<file path="config.mk">
export PLATFORM = sky130hd
export DESIGN_NAME = spi_wb_bridge
export DESIGN_NICKNAME = d
export VERILOG_FILES = /design/src/rtl/spi_pkg.sv /design/src/rtl/spi_req_buf.sv /design/src/rtl/spi_wb_bridge.sv
export SDC_FILE = /design/constraint.sdc
export NUM_CORES = 1
export LEC_CHECK = 0
export CAP_MARGIN = 10
export CORE_MARGIN = 2
export CORE_UTILIZATION = 41
export DETAILED_ROUTE_END_ITERATION = 6
export PLACE_DENSITY = 0.71
export SLEW_MARGIN = 20
export SYNTH_ARGS = -nofsm -noshare
export SYNTH_HDL_FRONTEND = slang
export SYNTH_SLANG_ARGS = --single-unit
export TNS_END_PERCENT = 5
</file>
<file path="constraint.sdc">
create_clock -name i_clk -period 4 [get_ports i_clk]
set_input_delay 0.8 -clock i_clk [delete_from_list [all_inputs] [get_ports i_clk]]
set_output_delay 0.8 -clock i_clk [all_outputs]
set_load 0.05 [all_outputs]
</file>
<file path="src/rtl/spi_pkg.sv">
// rtl/spi_pkg.sv - shared SPI opcodes, request type and bridge state encoding
package spi_pkg;

  localparam logic [7:0] OP_READ_ID      = 8'h90;
  localparam logic [7:0] OP_READ_STATUS  = 8'h05;
  localparam logic [7:0] OP_WRITE_STATUS = 8'h01;
  localparam logic [7:0] OP_READ         = 8'h0B;
  localparam logic [7:0] OP_WRITE        = 8'h02;
  localparam logic [7:0] OP_PD           = 8'hB9;
  localparam logic [7:0] OP_EXIT_PD      = 8'hAB;
  localparam logic [7:0] OP_ARM_RST      = 8'h66;
  localparam logic [7:0] OP_FIRE_RST     = 8'h99;

  localparam logic [31:0] ERR_DATA_DEF = 32'hDEAD_BEEF;

  typedef struct packed {
    logic        we;
    logic [23:0] adr;
    logic [31:0] dat;
  } spi_req_t;

  typedef enum logic [1:0] {
    ST_IDLE = 2'd0,
    ST_BUS  = 2'd1,
    ST_RESP = 2'd2
  } bridge_state_t;

endpackage

</file>
<file path="src/rtl/spi_req_buf.sv">
// rtl/spi_req_buf.sv - one-entry request holding register with store/take/overflow
module spi_req_buf
  import spi_pkg::*;
(
  input  logic     i_clk,
  input  logic     i_rst,
  input  logic     i_store,
  input  logic     i_take,
  input  spi_req_t i_req,
  output spi_req_t o_req,
  output logic     o_full,
  output logic     o_ovf
);

  spi_req_t r_req;
  logic     r_full;

  // A take in the same cycle frees the slot, so a simultaneous store is accepted.
  always_ff @(posedge i_clk) begin
    if (i_rst) begin
      r_req  <= '0;
      r_full <= 1'b0;
    end else if (i_store && (!r_full || i_take)) begin
      r_req  <= i_req;
      r_full <= 1'b1;
    end else if (i_take) begin
      r_full <= 1'b0;
    end
  end

  assign o_req  = r_req;
  assign o_full = r_full;
  assign o_ovf  = i_store & r_full & ~i_take;

endmodule

</file>
<file path="src/rtl/spi_wb_bridge.sv">
// rtl/spi_wb_bridge.sv - turns SPI decoder request pulses into Wishbone-classic cycles
module spi_wb_bridge
  import spi_pkg::*;
#(
  parameter int          TIMEOUT_CYC = 255,
  parameter logic [31:0] ERR_DATA    = ERR_DATA_DEF
) (
  input  logic        i_clk,
  input  logic        i_rst,
  input  logic        i_req_vld,
  input  logic        i_req_we,
  input  logic [23:0] i_req_adr,
  input  logic [31:0] i_req_dat,
  output logic        o_rsp_vld,
  input  logic        i_rsp_rdy,
  output logic [31:0] o_rsp_dat,
  output logic        o_wb_cyc,
  output logic        o_wb_stb,
  output logic        o_wb_we,
  output logic [23:0] o_wb_adr,
  output logic [31:0] o_wb_dat_o,
  output logic [3:0]  o_wb_sel,
  input  logic [31:0] i_wb_dat_i,
  input  logic        i_wb_ack,
  input  logic        i_wb_err,
  input  logic        i_err_clr,
  output logic        o_bus_err,
  output logic        o_req_ovf,
  output logic        o_busy
);

  localparam int         TW     = $clog2(TIMEOUT_CYC + 1);
  localparam logic [1:0] S_IDLE = ST_IDLE;
  localparam logic [1:0] S_BUS  = ST_BUS;
  localparam logic [1:0] S_RESP = ST_RESP;

  logic [1:0]    r_state;
  logic [TW-1:0] r_tmo;
  logic          r_cyc, r_we, r_rsp_vld, r_bus_err, r_req_ovf;
  logic [23:0]   r_adr;
  logic [31:0]   r_dat_o, r_rsp_dat;

  spi_req_t w_new_req, w_buf_req, w_disp_req;
  logic     w_buf_full, w_buf_ovf, w_idle, w_take, w_store, w_dispatch;
  logic     w_tmo_hit, w_fail, w_term;

  assign w_new_req  = '{we: i_req_we, adr: i_req_adr, dat: i_req_dat};
  assign w_idle     = (r_state == S_IDLE);
  assign w_take     = w_idle & w_buf_full;
  assign w_dispatch = w_idle & (w_buf_full | i_req_vld);
  assign w_store    = i_req_vld & ~(w_idle & ~w_buf_full);
  assign w_disp_req = w_buf_full ? w_buf_req : w_new_req;

  // err beats a simultaneous ack; an ack landing on the last timeout cycle still wins.
  assign w_tmo_hit = (r_tmo == TW'(TIMEOUT_CYC - 1));
  assign w_fail    = i_wb_err | (w_tmo_hit & ~i_wb_ack);
  assign w_term    = (r_state == S_BUS) & (i_wb_ack | w_fail);

  spi_req_buf u_buf (
    .i_clk   (i_clk),
    .i_rst   (i_rst),
    .i_store (w_store),
    .i_take  (w_take),
    .i_req   (w_new_req),
    .o_req   (w_buf_req),
    .o_full  (w_buf_full),
    .o_ovf   (w_buf_ovf)
  );

  always_ff @(posedge i_clk) begin
    if (i_rst) begin
      r_state   <= S_IDLE;
      r_tmo     <= '0;
      r_cyc     <= 1'b0;
      r_we      <= 1'b0;
      r_adr     <= '0;
      r_dat_o   <= '0;
      r_rsp_vld <= 1'b0;
      r_rsp_dat <= '0;
    end else begin
      case (r_state)
        S_IDLE: if (w_dispatch) begin
          r_cyc   <= 1'b1;
          r_we    <= w_disp_req.we;
          r_adr   <= w_disp_req.adr;
          r_dat_o <= w_disp_req.dat;
          r_tmo   <= '0;
          r_state <= S_BUS;
        end
        S_BUS: if (w_term) begin
          r_cyc <= 1'b0;
          if (r_we) begin
            r_state <= S_IDLE;
          end else begin
            r_rsp_vld <= 1'b1;
            r_rsp_dat <= w_fail ? ERR_DATA : i_wb_dat_i;
            r_state   <= S_RESP;
          end
        end else if (r_tmo < TW'(TIMEOUT_CYC)) begin
          r_tmo <= r_tmo + 1'b1;
        end
        S_RESP: if (i_rsp_rdy) begin
          r_rsp_vld <= 1'b0;
          r_state   <= S_IDLE;
        end
        default: r_state <= S_IDLE;
      endcase
    end
  end

  // Set has priority over err_clr so no event is lost.
  always_ff @(posedge i_clk) begin
    if (i_rst) begin
      r_bus_err <= 1'b0;
      r_req_ovf <= 1'b0;
    end else begin
      if (w_term && w_fail)  r_bus_err <= 1'b1;
      else if (i_err_clr)    r_bus_err <= 1'b0;
      if (w_buf_ovf)         r_req_ovf <= 1'b1;
      else if (i_err_clr)    r_req_ovf <= 1'b0;
    end
  end

  assign o_wb_cyc   = r_cyc;
  assign o_wb_stb   = r_cyc;
  assign o_wb_we    = r_we;
  assign o_wb_adr   = r_adr;
  assign o_wb_dat_o = r_dat_o;
  assign o_wb_sel   = r_cyc ? 4'hF : 4'h0;
  assign o_rsp_vld  = r_rsp_vld;
  assign o_rsp_dat  = r_rsp_dat;
  assign o_bus_err  = r_bus_err;
  assign o_req_ovf  = r_req_ovf;
  assign o_busy     = ~w_idle | w_buf_full;

endmodule

</file>
Yosys cells after proc, flatten, opt, wreduce, memory -nomap -nowiden --
Cells that the tools add are included.
Storage, ports and cells: word-level logic and storage cells 83, bits in registers 161, input bits 96
Cells by class: magnitude comparators 1, add/sub/neg operators 1, equal/unequal tests 9, reductions and logical operators 16, bitwise logic cells 18, mux-type cells 24
Operators by type and width (count):
- two-way mux 57 bit | 1
- two-way mux 32 bit | 1
- two-way mux 8 bit | 3
- one-hot mux 8 bit (2 select lines) | 1
- two-way mux 1 bit | 10
- nonzero test 2 bit | 5
- AND reduction 3 bit | 3
- adder 8 x 1 -> 8 bit (second input constant) | 1
- AND 1 bit | 8
- == test 8 bit (second input constant) | 1
- < comparator 8 bit (second input constant) | 1
- two-way mux 2 bit | 4
- inequality test 2 bit (second input constant) | 4
- AND reduction 4 bit | 2
- inverter 1 bit | 6
- one-hot mux 2 bit (3 select lines) | 1
- two-way mux 4 bit | 1
- inequality test 2 x 1 -> 1 bit (second input constant) | 2
- bitwise OR 1 bit | 4
- one-hot mux 1 bit (2 select lines) | 2
- == test 2 x 1 -> 1 bit (second input constant) | 1
- == test 2 bit (second input constant) | 1
- logical AND 1 bit | 2
- logical NOT 2 bit | 1
- 3 further kinds | 3

Depth between registers and ports, before layout --
depth after elaboration 7, depth in mapped cells 7, mapped depth without buffers 6

Cells and area by module --
Synthesis repeated with hierarchy kept, for this count alone.
Unflattened totals: cell total of the unflattened synthesis 704, area total of the unflattened synthesis 7006.7 µm²
By module, submodules not included:
- spi_wb_bridge | area each 4375.4 µm², times used 1, cells an instance 451
- spi_req_buf | area each 2631.3 µm², times used 1, cells an instance 253

Worst setup path after synthesis --
No wires, ideal clock.
path kind input to register, from input i_wb_ack, to register r_rsp_vld (netlist: o_rsp_vld), data arrival time 1.733 ns, path buffers 2, stages on the path 5, path slack 2.134 ns, required time 3.868 ns, path through clkbuf_1 -> a311oi_2 -> clkbuf_1 -> nand2b_1 -> a21oi_1
Between the ends: word-level cells in the longest chain between the ends 7
Ends and longest elaborated chain:
- start: declaration | RTL line spi_wb_bridge.sv:24 | input logic i_wb_ack,
- inverter 1 bit | RTL line spi_wb_bridge.sv:56 | assign w_fail = i_wb_err | (w_tmo_hit & ~i_wb_ack);
- AND 1 bit | RTL line spi_wb_bridge.sv:56
- bitwise OR 1 bit | RTL line spi_wb_bridge.sv:56
- bitwise OR 1 bit * | RTL line spi_wb_bridge.sv:57 | assign w_term = (r_state == S_BUS) & (i_wb_ack | w_fail);
- AND 1 bit * | RTL line spi_wb_bridge.sv:57
- inequality test 2 bit (no source line) *
- AND reduction 4 bit (no source line) *
- end signal: assignment | RTL line spi_wb_bridge.sv:78 | r_rsp_vld <= 1'b0;
- end signal: assignment | RTL line spi_wb_bridge.sv:95 | r_rsp_vld <= 1'b1;
- end signal: assignment | RTL line spi_wb_bridge.sv:103 | r_rsp_vld <= 1'b0;
- end: declaration | RTL line spi_wb_bridge.sv:39 | logic r_cyc, r_we, r_rsp_vld, r_bus_err, r_req_ovf;
Every way passes the cells marked *; elsewhere a longest branch is shown, timed or not. A chain may end at the register's enable or synchronous reset.

Final worst setup path --
from register r_state[1], to output o_busy
Between the ends: word-level cells in the longest chain between the ends 3
Ends and longest elaborated chain:
- start: declaration | RTL line spi_wb_bridge.sv:37 | logic [1:0] r_state;
- start signal: assignment | RTL line spi_wb_bridge.sv:72 | r_state <= S_IDLE;
- start signal: assignment | RTL line spi_wb_bridge.sv:88 | r_state <= S_BUS;
- start signal: assignment | RTL line spi_wb_bridge.sv:93 | r_state <= S_IDLE;
- logical NOT 2 bit | RTL line spi_wb_bridge.sv:48 | assign w_idle = (r_state == S_IDLE);
- inverter 1 bit | RTL line spi_wb_bridge.sv:134 | assign o_busy = ~w_idle | w_buf_full;
- bitwise OR 1 bit | RTL line spi_wb_bridge.sv:134
- end: declaration | RTL line spi_wb_bridge.sv:29 | output logic o_busy
Every way passes these cells.

==> results_dict.tcl <==
set metrics [dict create \
    grt_pass1_wl_um 25700 \
    area_growth_pct 39.1 \
    crit_type "reg -> out" \
    drive_above_1_share_pct 5.61 \
    final_cell_mix "clkdlybuf4s50_1 (193), dfxtp_1 (160), nand2_1 (118)" \
    synth_edf_count 0 \
    required_ns 3.20 \
    layout.cells.non_filler 1043 \
    synthTopCellsByArea "dfxtp_1 (50%), mux2i_1 (8.9%), a211oi_1 (6.9%), nand2_1 (6.9%), a21oi_1 (5.8%)" \
    vias_per_cell 5.33 \
    multi_input_area_um2 2860 \
    wl_per_cell_um 15.5 \
    ys_seq_area_share_pct 50.4 \
    cts_resized 0 \
    p_switching_uw 1410 \
    synth_top_area_cell "dfxtp_1" \
    grt_util_met3_pct 6.15 \
    worstPathArrival_ns 1.94 \
    crit_path_max_fanout 7 \
    cts-root-buf "clkbuf_16" \
    report.final.hold_viol_count 0 \
    grt_usage_pct 19.3 \
    grtUsageMet2_pct 32.2 \
    die_x_um 129 \
    ys_warn_count 0 \
    rsz0062_at_grt "false" \
    worstHoldPathType "reg -> reg" \
    synthFlopType "dfxtp_1" \
    remaining_drc_errors 0 \
    busiest_layer "met2" \
    switching_share_pct 31.4 \
    dr.pass1.iters 6 \
    cts-hold-fix-buffers 0 \
    overflow 0 \
    final_common_cell "clkdlybuf4s50_1" \
    placed_cells_incl_taps 1013 \
    die_h_um 129 \
    power_density_nw_per_um2 506 \
    syn_area_um2 6400 \
    diodes 0 \
    start_kind "flip-flop" \
    worstMarginPinSlew_ns 1.05 \
    avgSynthCellArea_um2 9.30 \
    io_buffers 194 \
    clkPwrFrac_pct 34.7 \
    rows 45 \
    slew_headroom_pct 30.1 \
    drt_iter0_drc 256 \
    sequential_cell_area_um2 3230 \
    stdcell_area_um2 8900 \
    vias 5554 \
    internal_power_uw 3090 \
    grt_antenna_before_repair 0 \
    clock-sinks 161 \
    nets 942 \
    fin_skew_ns 0.0102 \
    min_period_ns 2.74 \
    cts_setup_buffers 0 \
    setup_viol 0 \
    htree_num_levels 4 \
    fin_crit_sh_pct 68.4 \
    synth_fp_nets 786 \
    cts_buffers 17 \
    status "completed" \
    met1_usage_pct 23.5 \
    synthArstFlopShare_pct 0 \
    core_area_um2 15200 \
    ios 195 \
    ir_drop_mv 0.310 \
    fill_cells 1294 \
    gp_congestion 0.816 \
    power_uw 4510 \
    post-dp-hpwl_um 10700 \
    ant_nets 0 \
    die-area_um2 16600 \
    grt_pass1_vias 5215 \
    p_leak_uw 0.00307 \
    start_util_pct 42.1 \
    yosysTopAreaCellShare_pct 50.4 \
    grt_max_degree 116 \
    timing.hold.ws_ns 0.454 \
    seqPwrFrac_pct 40.6 \
    ys_ff_latch 161 \
    cts_tree "yes" \
    place_area_um2 8330 \
    combinationalPowerShare_pct 24.7 \
    synth_cell_types 46 \
    tns_ns 0 \
    cap_violations 0 \
    slew_violations 0 \
    cp-end-kind "primary output" \
    wirelength_um 16200 \
    clk_pin_slew_ns 0.06 \
    insertion_delay_ns 0.42 \
    postSynthCellCount 688 \
    cts_max_path_buffers 2 \
    max_freq_ghz 0.365 \
]
-- critical path, cell delays in order, from the launching register on --
cell             delay [ns]
dfxtp_1                0.39
or3_4                  0.42
clkdlybuf4s50_1        0.71
-- state kept, by name, summed over array words and instances, names as in the netlist --
register,flops
o_bus_err,1
o_req_ovf,1
o_rsp_dat,32
o_rsp_vld,1
o_wb_adr,24
o_wb_cyc,1
o_wb_dat_o,32
o_wb_we,1
r_state,2
r_tmo,8
u_buf.o_full,1
u_buf.o_req,57
-- worst paths after layout --
path | startpoint | end | slack (ns) | cells after the start
worst max-delay path | r_state[1] | o_busy | 1.26 | 2
worst max register to register | u_buf.o_full | o_wb_dat_o[13] | 1.57 | 6
worst min-delay path | u_buf.o_req[31] | u_buf.o_req[31] | 0.45 | 2
worst min register to register | u_buf.o_req[31] | u_buf.o_req[31] | 0.45 | 2
-- power groups by stage --
stage               clock network (uW)  registers [uW]  logic, uW
CTS                               1600            1830       1120
finish                            1560            1830       1110
detailed placement                   0            1860       1120
global placement                     0            1860       1100
floorplan                            0            2190        405
global route                      1680            1850       1180
-- metrics by stage --
step / util [%] / setup slack [ns]
3_5_place_dp: 54.8 / 1.10
4_1_cts: 58.6 / 1.25
5_1_grt: 58.6 / 1.21
2_1_floorplan: - / 2.13
6_report: 58.6 / 1.26
3_3_place_gp: 54.8 / 1.21
-- synthesized netlist by cell type (all sizes together), types with 2 or more instances --
cell type  number
or2             4
a211oi         59
nand4b          8
or3             3
nor2b           3
and4            2
and2            2
o221a          24
nand3b          2
buf            36
o21a            3
nor2           62
o41ai           2
nand2         118
a21oi          74
dfxtp         161
o2111ai         3
nand2b          2
a31oi           2
clkbuf         27
ha              2
nand3           5
o21ai          11
inv             3
mux2i          57
-- logic make-up (layout without fill, tap and decap cells) --
group / after synthesis / in the layout / share of synthesized area, %
buf+inv: 67 / 234 / 5.26
simple gates: 217 / 217 / 15.1
fa+ha+maj: 2 / 2 / 0.391
compound gates: 183 / 183 / 19.8
flops: 161 / 161 / 50.4
mux: 58 / 58 / 9.09
-- per-layer routing --
metal,routed length (um),share of wire (%),vias up
met5,0,0,-
met4,210,1.3,0
met3,1060,6.5,14
met2,7980,49,172
met1,6970,43,2611
li1,-,-,2757
-- final cells by class --
type	instances	area share (%)
clock buffers	22	5.56
clock inverters	8	0.885
inverters	4	0.169
multi-input cells	460	32.1
flip-flops and latches	161	36.2
well taps	188	2.64
repair buffers	200	22.4
Note: power is estimated with default switching activity, not from simulation.
